### config.mk
export PLATFORM = sky130hd
export DESIGN_NAME = led_uart_dump
export DESIGN_NICKNAME = d
export VERILOG_FILES = /design/src/rtl/led_uart_dump.sv
export SDC_FILE = /design/constraint.sdc
export NUM_CORES = 1
export LEC_CHECK = 0
export CAP_MARGIN = 20
export CORE_UTILIZATION = 45
export DETAILED_ROUTE_END_ITERATION = 8
export SKIP_CTS_REPAIR_TIMING = 1
export SYNTH_ARGS = -nofsm -noshare
export SYNTH_HDL_FRONTEND = slang
export SYNTH_SLANG_ARGS = --single-unit
### constraint.sdc
create_clock -name clk -period 4.7 [get_ports clk]
set_clock_uncertainty 0.2 [all_clocks]
set_input_delay 0.47 -clock clk [delete_from_list [all_inputs] [get_ports clk]]
set_output_delay 0.47 -clock clk [all_outputs]
set_load 0.01 [all_outputs]
### src/rtl/led_uart_dump.sv
// led_uart_dump: serialises the CPU LED state over an 8N1 UART line.
// Each frame is three bytes: 0xA5 sync, {0000,ledfpga}, {00,ledregfpga}.
// A frame is sent after reset and whenever the inputs differ from the
// last value sent. Changes made while a frame or gap is in progress are
// coalesced, so only the value present on return to idle is compared.
module led_uart_dump #(
   parameter int CLKS_PER_BIT = 868,
   parameter int GAP_BITS     = 1
) (
   input  logic       clk,
   input  logic       rst,
   input  logic [3:0] ledfpga,
   input  logic [5:0] ledregfpga,
   output logic       uart_tx,
   output logic       busy,
   output logic [7:0] frame_cnt
);

   localparam int CNT_W = $clog2(CLKS_PER_BIT);

   localparam logic [2:0] S_IDLE  = 3'd0;
   localparam logic [2:0] S_START = 3'd1;
   localparam logic [2:0] S_DATA  = 3'd2;
   localparam logic [2:0] S_STOP  = 3'd3;
   localparam logic [2:0] S_GAP   = 3'd4;

   logic [2:0]       state;
   logic [CNT_W-1:0] baud_cnt;
   logic [2:0]       bit_idx;
   logic [1:0]       byte_idx;
   logic [3:0]       gap_idx;
   logic [9:0]       last_sent;
   logic             first_pending;

   logic [9:0]       cur_leds;
   logic             trigger;
   logic             baud_end;
   logic [7:0]       cur_byte;

   assign cur_leds = {ledfpga, ledregfpga};
   assign trigger  = first_pending || (cur_leds != last_sent);
   assign baud_end = (baud_cnt == CNT_W'(CLKS_PER_BIT - 1));

   // Byte currently on the wire, always taken from the snapshot so input
   // changes during a frame never reach the bytes in flight.
   always_comb begin
      cur_byte = 8'hA5;
      case (byte_idx)
         2'd0:    cur_byte = 8'hA5;
         2'd1:    cur_byte = {4'b0000, last_sent[9:6]};
         2'd2:    cur_byte = {2'b00, last_sent[5:0]};
         default: cur_byte = 8'hA5;
      endcase
   end

   // Transmit FSM: baud timing, bit/byte sequencing, gap and frame count.
   always_ff @(posedge clk) begin
      if (!rst) begin
         state         <= S_IDLE;
         baud_cnt      <= '0;
         bit_idx       <= '0;
         byte_idx      <= '0;
         gap_idx       <= '0;
         last_sent     <= '0;
         first_pending <= 1'b1;
         uart_tx       <= 1'b1;
         busy          <= 1'b0;
         frame_cnt     <= '0;
      end else begin
         case (state)
            S_IDLE: begin
               // Start bit goes out on the same edge that takes the snapshot.
               if (trigger) begin
                  last_sent     <= cur_leds;
                  first_pending <= 1'b0;
                  byte_idx      <= '0;
                  bit_idx       <= '0;
                  baud_cnt      <= '0;
                  uart_tx       <= 1'b0;
                  busy          <= 1'b1;
                  state         <= S_START;
               end
            end
            S_START: begin
               if (baud_end) begin
                  baud_cnt <= '0;
                  bit_idx  <= '0;
                  uart_tx  <= cur_byte[0];
                  state    <= S_DATA;
               end else begin
                  baud_cnt <= baud_cnt + 1'b1;
               end
            end
            S_DATA: begin
               if (baud_end) begin
                  baud_cnt <= '0;
                  if (bit_idx == 3'd7) begin
                     uart_tx <= 1'b1;
                     state   <= S_STOP;
                  end else begin
                     bit_idx <= bit_idx + 3'd1;
                     uart_tx <= cur_byte[bit_idx + 3'd1];
                  end
               end else begin
                  baud_cnt <= baud_cnt + 1'b1;
               end
            end
            S_STOP: begin
               if (baud_end) begin
                  baud_cnt <= '0;
                  if (byte_idx != 2'd2) begin
                     // Next byte follows the stop bit with no idle time.
                     byte_idx <= byte_idx + 2'd1;
                     uart_tx  <= 1'b0;
                     state    <= S_START;
                  end else begin
                     frame_cnt <= frame_cnt + 8'd1;
                     if (GAP_BITS == 0) begin
                        busy  <= 1'b0;
                        state <= S_IDLE;
                     end else begin
                        gap_idx <= '0;
                        state   <= S_GAP;
                     end
                  end
               end else begin
                  baud_cnt <= baud_cnt + 1'b1;
               end
            end
            S_GAP: begin
               if (baud_end) begin
                  baud_cnt <= '0;
                  if (gap_idx == 4'(GAP_BITS - 1)) begin
                     busy  <= 1'b0;
                     state <= S_IDLE;
                  end else begin
                     gap_idx <= gap_idx + 4'd1;
                  end
               end else begin
                  baud_cnt <= baud_cnt + 1'b1;
               end
            end
            default: begin
               state   <= S_IDLE;
               uart_tx <= 1'b1;
               busy    <= 1'b0;
            end
         endcase
      end
   end

endmodule
# Yosys cells after proc, flatten, opt, wreduce, memory -nomap -nowiden
# Index checks and enable logic that the tools add are counted.
word_totals:
  register_bits: 43
  in_bits: 12
  out_inout_bits: 10
classes:
  add_sub_neg: 5
  n_lt_le_gt_ge: 1
  n_eq_ne: 21
  muxes: 40
  n_bitwise: 3
  n_reduce_logical: 18
ops:
  columns: ["op", "count"]
  rows:
  - ["$mux 3", 12]
  - ["$ne 2x2->1 const B", 12]
  - ["$mux 10", 2]
  - ["$pmux 10 s2", 1]
  - ["$mux 4", 4]
  - ["$pmux 8 s2", 1]
  - ["$pmux 3 s5", 1]
  - ["$add 10x1->10 const B", 1]
  - ["$eq 10x10->1 const B", 1]
  - ["$mux 1", 10]
  - ["$ne 10x10->1", 1]
  - ["$reduce_and 5->1", 2]
  - ["$pmux 3 s3", 1]
  - ["$add 8x1->8 const B", 1]
  - ["$pmux 4 s2", 1]
  - ["$reduce_and 4->1", 2]
  - ["$reduce_and 7->1", 1]
  - ["$eq 3x2->1 const B", 2]
  - ["$eq 3x3->1 const B", 2]
  - ["$mux 2", 3]
  - ["$reduce_and 6->1", 1]
  - ["$reduce_bool 2->1", 3]
  - ["$pmux 1 s5", 1]
  - ["$add 4x1->4 const B", 1]
  - ["other kinds (18)", 21]

# Depth between registers and ports, before layout
depth:
  ltp_word: 7
  mapped_depth: 8
  mapped_depth_nobuf: 7

# Worst setup path after synthesis
# Ideal clock, no wire load.
synth_path:
  kind: "reg2reg"
  from: "reg byte_idx[0]"
  to: "reg uart_tx"
  arrival_time_ns: 1.551
  path_slack_ns: 2.827
  path_stages_with_launch: 8
  n_path_buf: 0
  synth_period_minus_slack_ns: 1.873
  cell_sequence: "dfxtp_1 > inv_1 > ha_1 > a21oi_1 > nand3b_1 > a31oi_1 > o211ai_1 > o32a_1"
synth_between:
  elab_chain_cells: 7
  word_cells_on_any_way: 12
  cone_classes: "eq/ne: 4; mux: 7; reduce/logical: 1"
synth_lines:
  columns: ["element", "line_no", "text"]
  rows:
  - ["start: declaration", "30", "logic [1:0] byte_idx;"]
  - ["start signal: assignment", "113", "byte_idx <= byte_idx + 2'd1;"]
  - ["$eq 2x2->1 / $eq 2x1->1 (equally long branches)", "48", "case (byte_idx)"]
  - ["$pmux 8 s2", "48", null]
  - ["$bmux 1 s3", "102", "uart_tx <= cur_byte[bit_idx + 3'd1];"]
  - ["$mux 1 (implied by the code)", "102", null]
  - ["$mux 1", "97", "if (bit_idx == 3'd7) begin"]
  - ["$mux 1", "95", "if (baud_end) begin"]
  - ["$pmux 1 s5", "70", "case (state)"]
  - ["end signal: assignment", "88", "uart_tx <= cur_byte[0];"]
  - ["end signal: assignment", "102", null]
  - ["end: declaration", "14", "output logic uart_tx,"]
# Parallel ways exist; a longest one is shown, timed or not. The select of a mux whose other input is x is not followed.
# A chain may end at the register's enable or synchronous reset.

# Worst setup path in the final report
layout_path:
  from: "in ledregfpga[2]"
  to: "reg baud_cnt[2]"
layout_between:
  elab_chain_cells: 4
layout_lines:
  columns: ["element", "line_no", "text"]
  rows:
  - ["start: declaration", "13", "input logic [5:0] ledregfpga,"]
  - ["$ne 10x10->1", "41", "assign trigger = first_pending || (cur_leds != last_sent);"]
  - ["$logic_or 1x1->1", "41", null]
  - ["$ne 2x2->1 (no line)", null, null]
  - ["$reduce_and 2->1 (no line)", null, null]
  - ["end signal: assignment", "91", "baud_cnt <= baud_cnt + 1'b1;"]
  - ["end signal: assignment", "105", "baud_cnt <= baud_cnt + 1'b1;"]
  - ["end signal: assignment", "127", "baud_cnt <= baud_cnt + 1'b1;"]
  - ["end: declaration", "28", "logic [CNT_W-1:0] baud_cnt;"]
# Every way passes these cells.

==> run_results.csv <==
group,metric,value,unit
cells_and_area,syn2layout_area_growth,14.44,%
detailed_routing,wl_per_cell,14.54,microns
synthesis,yosysWarningCount,0,
clocking,clock_sinks,43,
cells_and_area,num_antenna_cells,0,
power_and_ir_drop,power.share.sequential,0.467,
worst_setup_path,arrival,2.34,ns
worst_setup_path,worstReg2RegEnd,"baud_cnt[2]",
grt,grt_pass1_wl,9639,microns
timing,finalSetupViolCount,0,
clocking,clock-root-buffer,"clkbuf_8",
worst_setup_path,cpPeakStageDelay,0.44,ns
synthesis,synth-edff-count,0,
worst_setup_path,path_class,"input port to register",
cells_and_area,final_common_cell,"dfxtp_1",
worst_setup_path,cpLargestDelayFamily,"compound AO/OA/AOI/OAI gates",
power_and_ir_drop,power_density,324.5,mW/mm^2
worst_setup_path,crit_fanout,12,
grt,overflow,0,
timing,fin_crit_sh,0.5014,
power_and_ir_drop,p_comb_frac,0.289,
worst_hold_path,min_path_type,"register to register",
worst_setup_path,critical_path.startpoint_type,"input port",
power_and_ir_drop,switching_share,0.3389,
grt,grt_usage,0.2019,
synthesis,async_reset_ff_frac,0,
worst_setup_path,cp-endpoint,"baud_cnt[2]",
synthesis,yosys.area_share.adder,0.05015,
synthesis,synth_area_per_cell,8.754,sq um
floorplan,rows,26,
cells_and_area,final_cell_mix,"43 x dfxtp_1, 30 x nand2_1, 26 x nor2_1",
power_and_ir_drop,p_clk_frac,0.244,
worst_setup_path,worst-r2r-setup-slack,2.42,ns
synthesis,yosysSeqAreaShare,0.3450,
timing,fmax,424.4,MHz
clocking,clk_latency,0.29,ns
synthesis,muxShareOfSynthArea,0.03210,
grt,grt_pass1_vias,1958,
synthesis,synth_fp_nets,307,
power_and_ir_drop,power.switching,0.0003140,W
timing,relSlewSlack,0.5310,
place,gp_congestion,0.8060,
synthesis,yosys.area_share.simple,0.2808,
power_and_ir_drop,leakage,1.025,nW
timing,slew_viol_final,0,
grt,grt_max_degree,33,
worst_setup_path,crit_required,4.68,ns
floorplan,coreArea,0.005238,sq mm
detailed_routing,drtIter0Drc,145,
detailed_routing,firstDrtPassIters,4,
synthesis,yosys.area_share.xor_xnor,0.07021,
detailed_routing,vias,2122,
timing,rsz0062_at_grt,"no",
synthesis,ys_ff_latch,43,
power_and_ir_drop,peakVddDrop,0.1832,mV
worst_setup_path,crit_buf_inv,1,
synthesis,synth-compound-area-share,0.1851,
synthesis,synth_area,0.002495,sq mm
detailed_routing,viasPerCell,5.629,
synthesis,syn_inst,285,
place,dp_hpwl,4014,microns
clocking,numCtsBuffers,5,
detailed_routing,ant_nets,0,
timing,final-hold-violation-count,0,
clocking,htreeDepth,2,
power_and_ir_drop,total_power,0.0009266,W
worst_setup_path,rr_startpoint,"state[0]",
flow_run,maxCapViolCount,0,
clocking,clockBufferDepth,2,
cells_and_area,drive_gt1_frac,0.07166,
timing,fin_setup_tns,0,ns
floorplan,die_h,76.46,microns
detailed_routing,route.detailed.drc,0,
clocking,cts_tree,"yes",
synthesis,synth_top_family_by_area,"simple AND/OR/NAND/NOR gates",
floorplan,ioPinCount,22,
floorplan,die_area,0.005846,sq mm
run_status,outcome,"finished, final reports clean",
worst_setup_path,worstPathCellList,"clkdlybuf4s50_1, xnor2_1, and4_1, a31oi_4, a21oi_1, o311a_1",
worst_setup_path,crit_start,"ledregfpga[2]",
worst_setup_path,cp_slowest_cell,"a31oi_4",
synthesis,synth.distinct_cells,62,
timing,period_minus_slack,2.356,ns
power_and_ir_drop,internal_power,0.0006126,W
grt,antenna_found_initial,0,
synthesis,yosys_most_used_dff,"dfxtp_1",
worst_setup_path,r2r_cells,4,
detailed_routing,wl,5483,microns
place,io_buffers,21,
worst_hold_path,hp-start,"first_pending",
floorplan,start_util,0.4763,
cells_and_area,final_nets,328,
floorplan,die_x,76.46,microns
clocking,clkSlewWorstSetupHoldPaths,0.08,ns
worst_setup_path,cp.depth,6,
timing,tightest_slew,0.6982,ns
worst_setup_path,crit_path_end_kind,"register",
sequential cells by signal, summed over array words and instances, names as in the netlist:
signal	cells
baud_cnt	10
bit_idx	3
busy	1
byte_idx	2
first_pending	1
frame_cnt	8
gap_idx	4
last_sent	10
state	3
uart_tx	1
stage by stage:
stage	utilization	hold slack (ns)	cell area (sq um)	worst slack, ns	cells
final	0.5452	0.2678	2855	2.344	377
after global routing	0.5452	0.2881	2855	2.251	377
after CTS	0.5385	0.2685	2820	2.076	375
after detailed placement	0.5229	0.2562	2739	2.015	367
after global placement	0.5229	0.2565	2739	2.024	367
after floorplan	-	0.2262	2495	2.827	285
cells by family (layout without fill, tap and decap cells):
logic type / Yosys count / after routing
buffers and inverters: 19 / 41
adder cells (fa/ha/maj): 10 / 10
flip-flops: 43 / 43
AO/OA/AOI/OAI: 64 / 64
multiplexers: 8 / 8
AND/OR/NAND/NOR: 121 / 121
XOR/XNOR: 20 / 20
worst reg2reg max path, delay by kind of cell, from the launching register on:
kind               cells  cell delay (ns)
AOI/OAI and AO/OA      3             0.96
DFF                    1             0.48
and+or+nand+nor        1             0.54
area by class of cell:
class	instances	area [sq um]
clock buffer	7	76.32
clock inverter	1	5.005
fill	510	2382
inverter	10	37.54
multi-input combinational	223	1543
sequential	43	860.8
tap	70	87.58
timing repair buffer	23	245.2
metal layers:
| metal | vias to the layer above | wire length, microns | track usage |
|---|---|---|---|
| met2 | 47 | 2362 | 0.3054 |
| met3 | 5 | 254 | 0.03952 |
| met1 | 980 | 2827 | 0.2926 |
| met5 | - | 0 | 0 |
| li1 | 1090 | - | - |
| met4 | 0 | 38 | 0.04808 |
power by group through the flow:
stage / registers (W) / logic [W] / clock network, W
2_1_floorplan: 0.000426 / 0.000217 / 0
3_3_place_gp: 0.000439 / 0.000268 / 0
3_5_place_dp: 0.000441 / 0.000266 / 0
4_1_cts: 0.000432 / 0.000266 / 0.000234
5_1_grt: 0.000439 / 0.000297 / 0.000247
6_report: 0.000432 / 0.000268 / 0.000226
Yosys cell counts (6+ instances only):
master / number / area, sq um
a21oi_1: 19 / 95.09
and3_1: 8 / 50.05
dfxtp_1: 43 / 860.8
ha_1: 10 / 125.1
inv_1: 10 / 37.54
mux2i_1: 8 / 80.08
nand2_1: 30 / 112.6
nand3_1: 9 / 45.04
nand4_1: 8 / 50.05
nor2_1: 26 / 97.59
o21ai_0: 8 / 40.04
xnor2_1: 14 / 122.6
xor2_1: 6 / 52.55
how the worst min path moves through the flow:
stage	depth (start not counted)	endpoint
final	2	first_pending
after global routing	2	first_pending
after CTS	2	first_pending
after detailed placement	2	first_pending
after global placement	2	busy
after floorplan	2	first_pending
No activity file was read; power rests on OpenSTA's default activity.
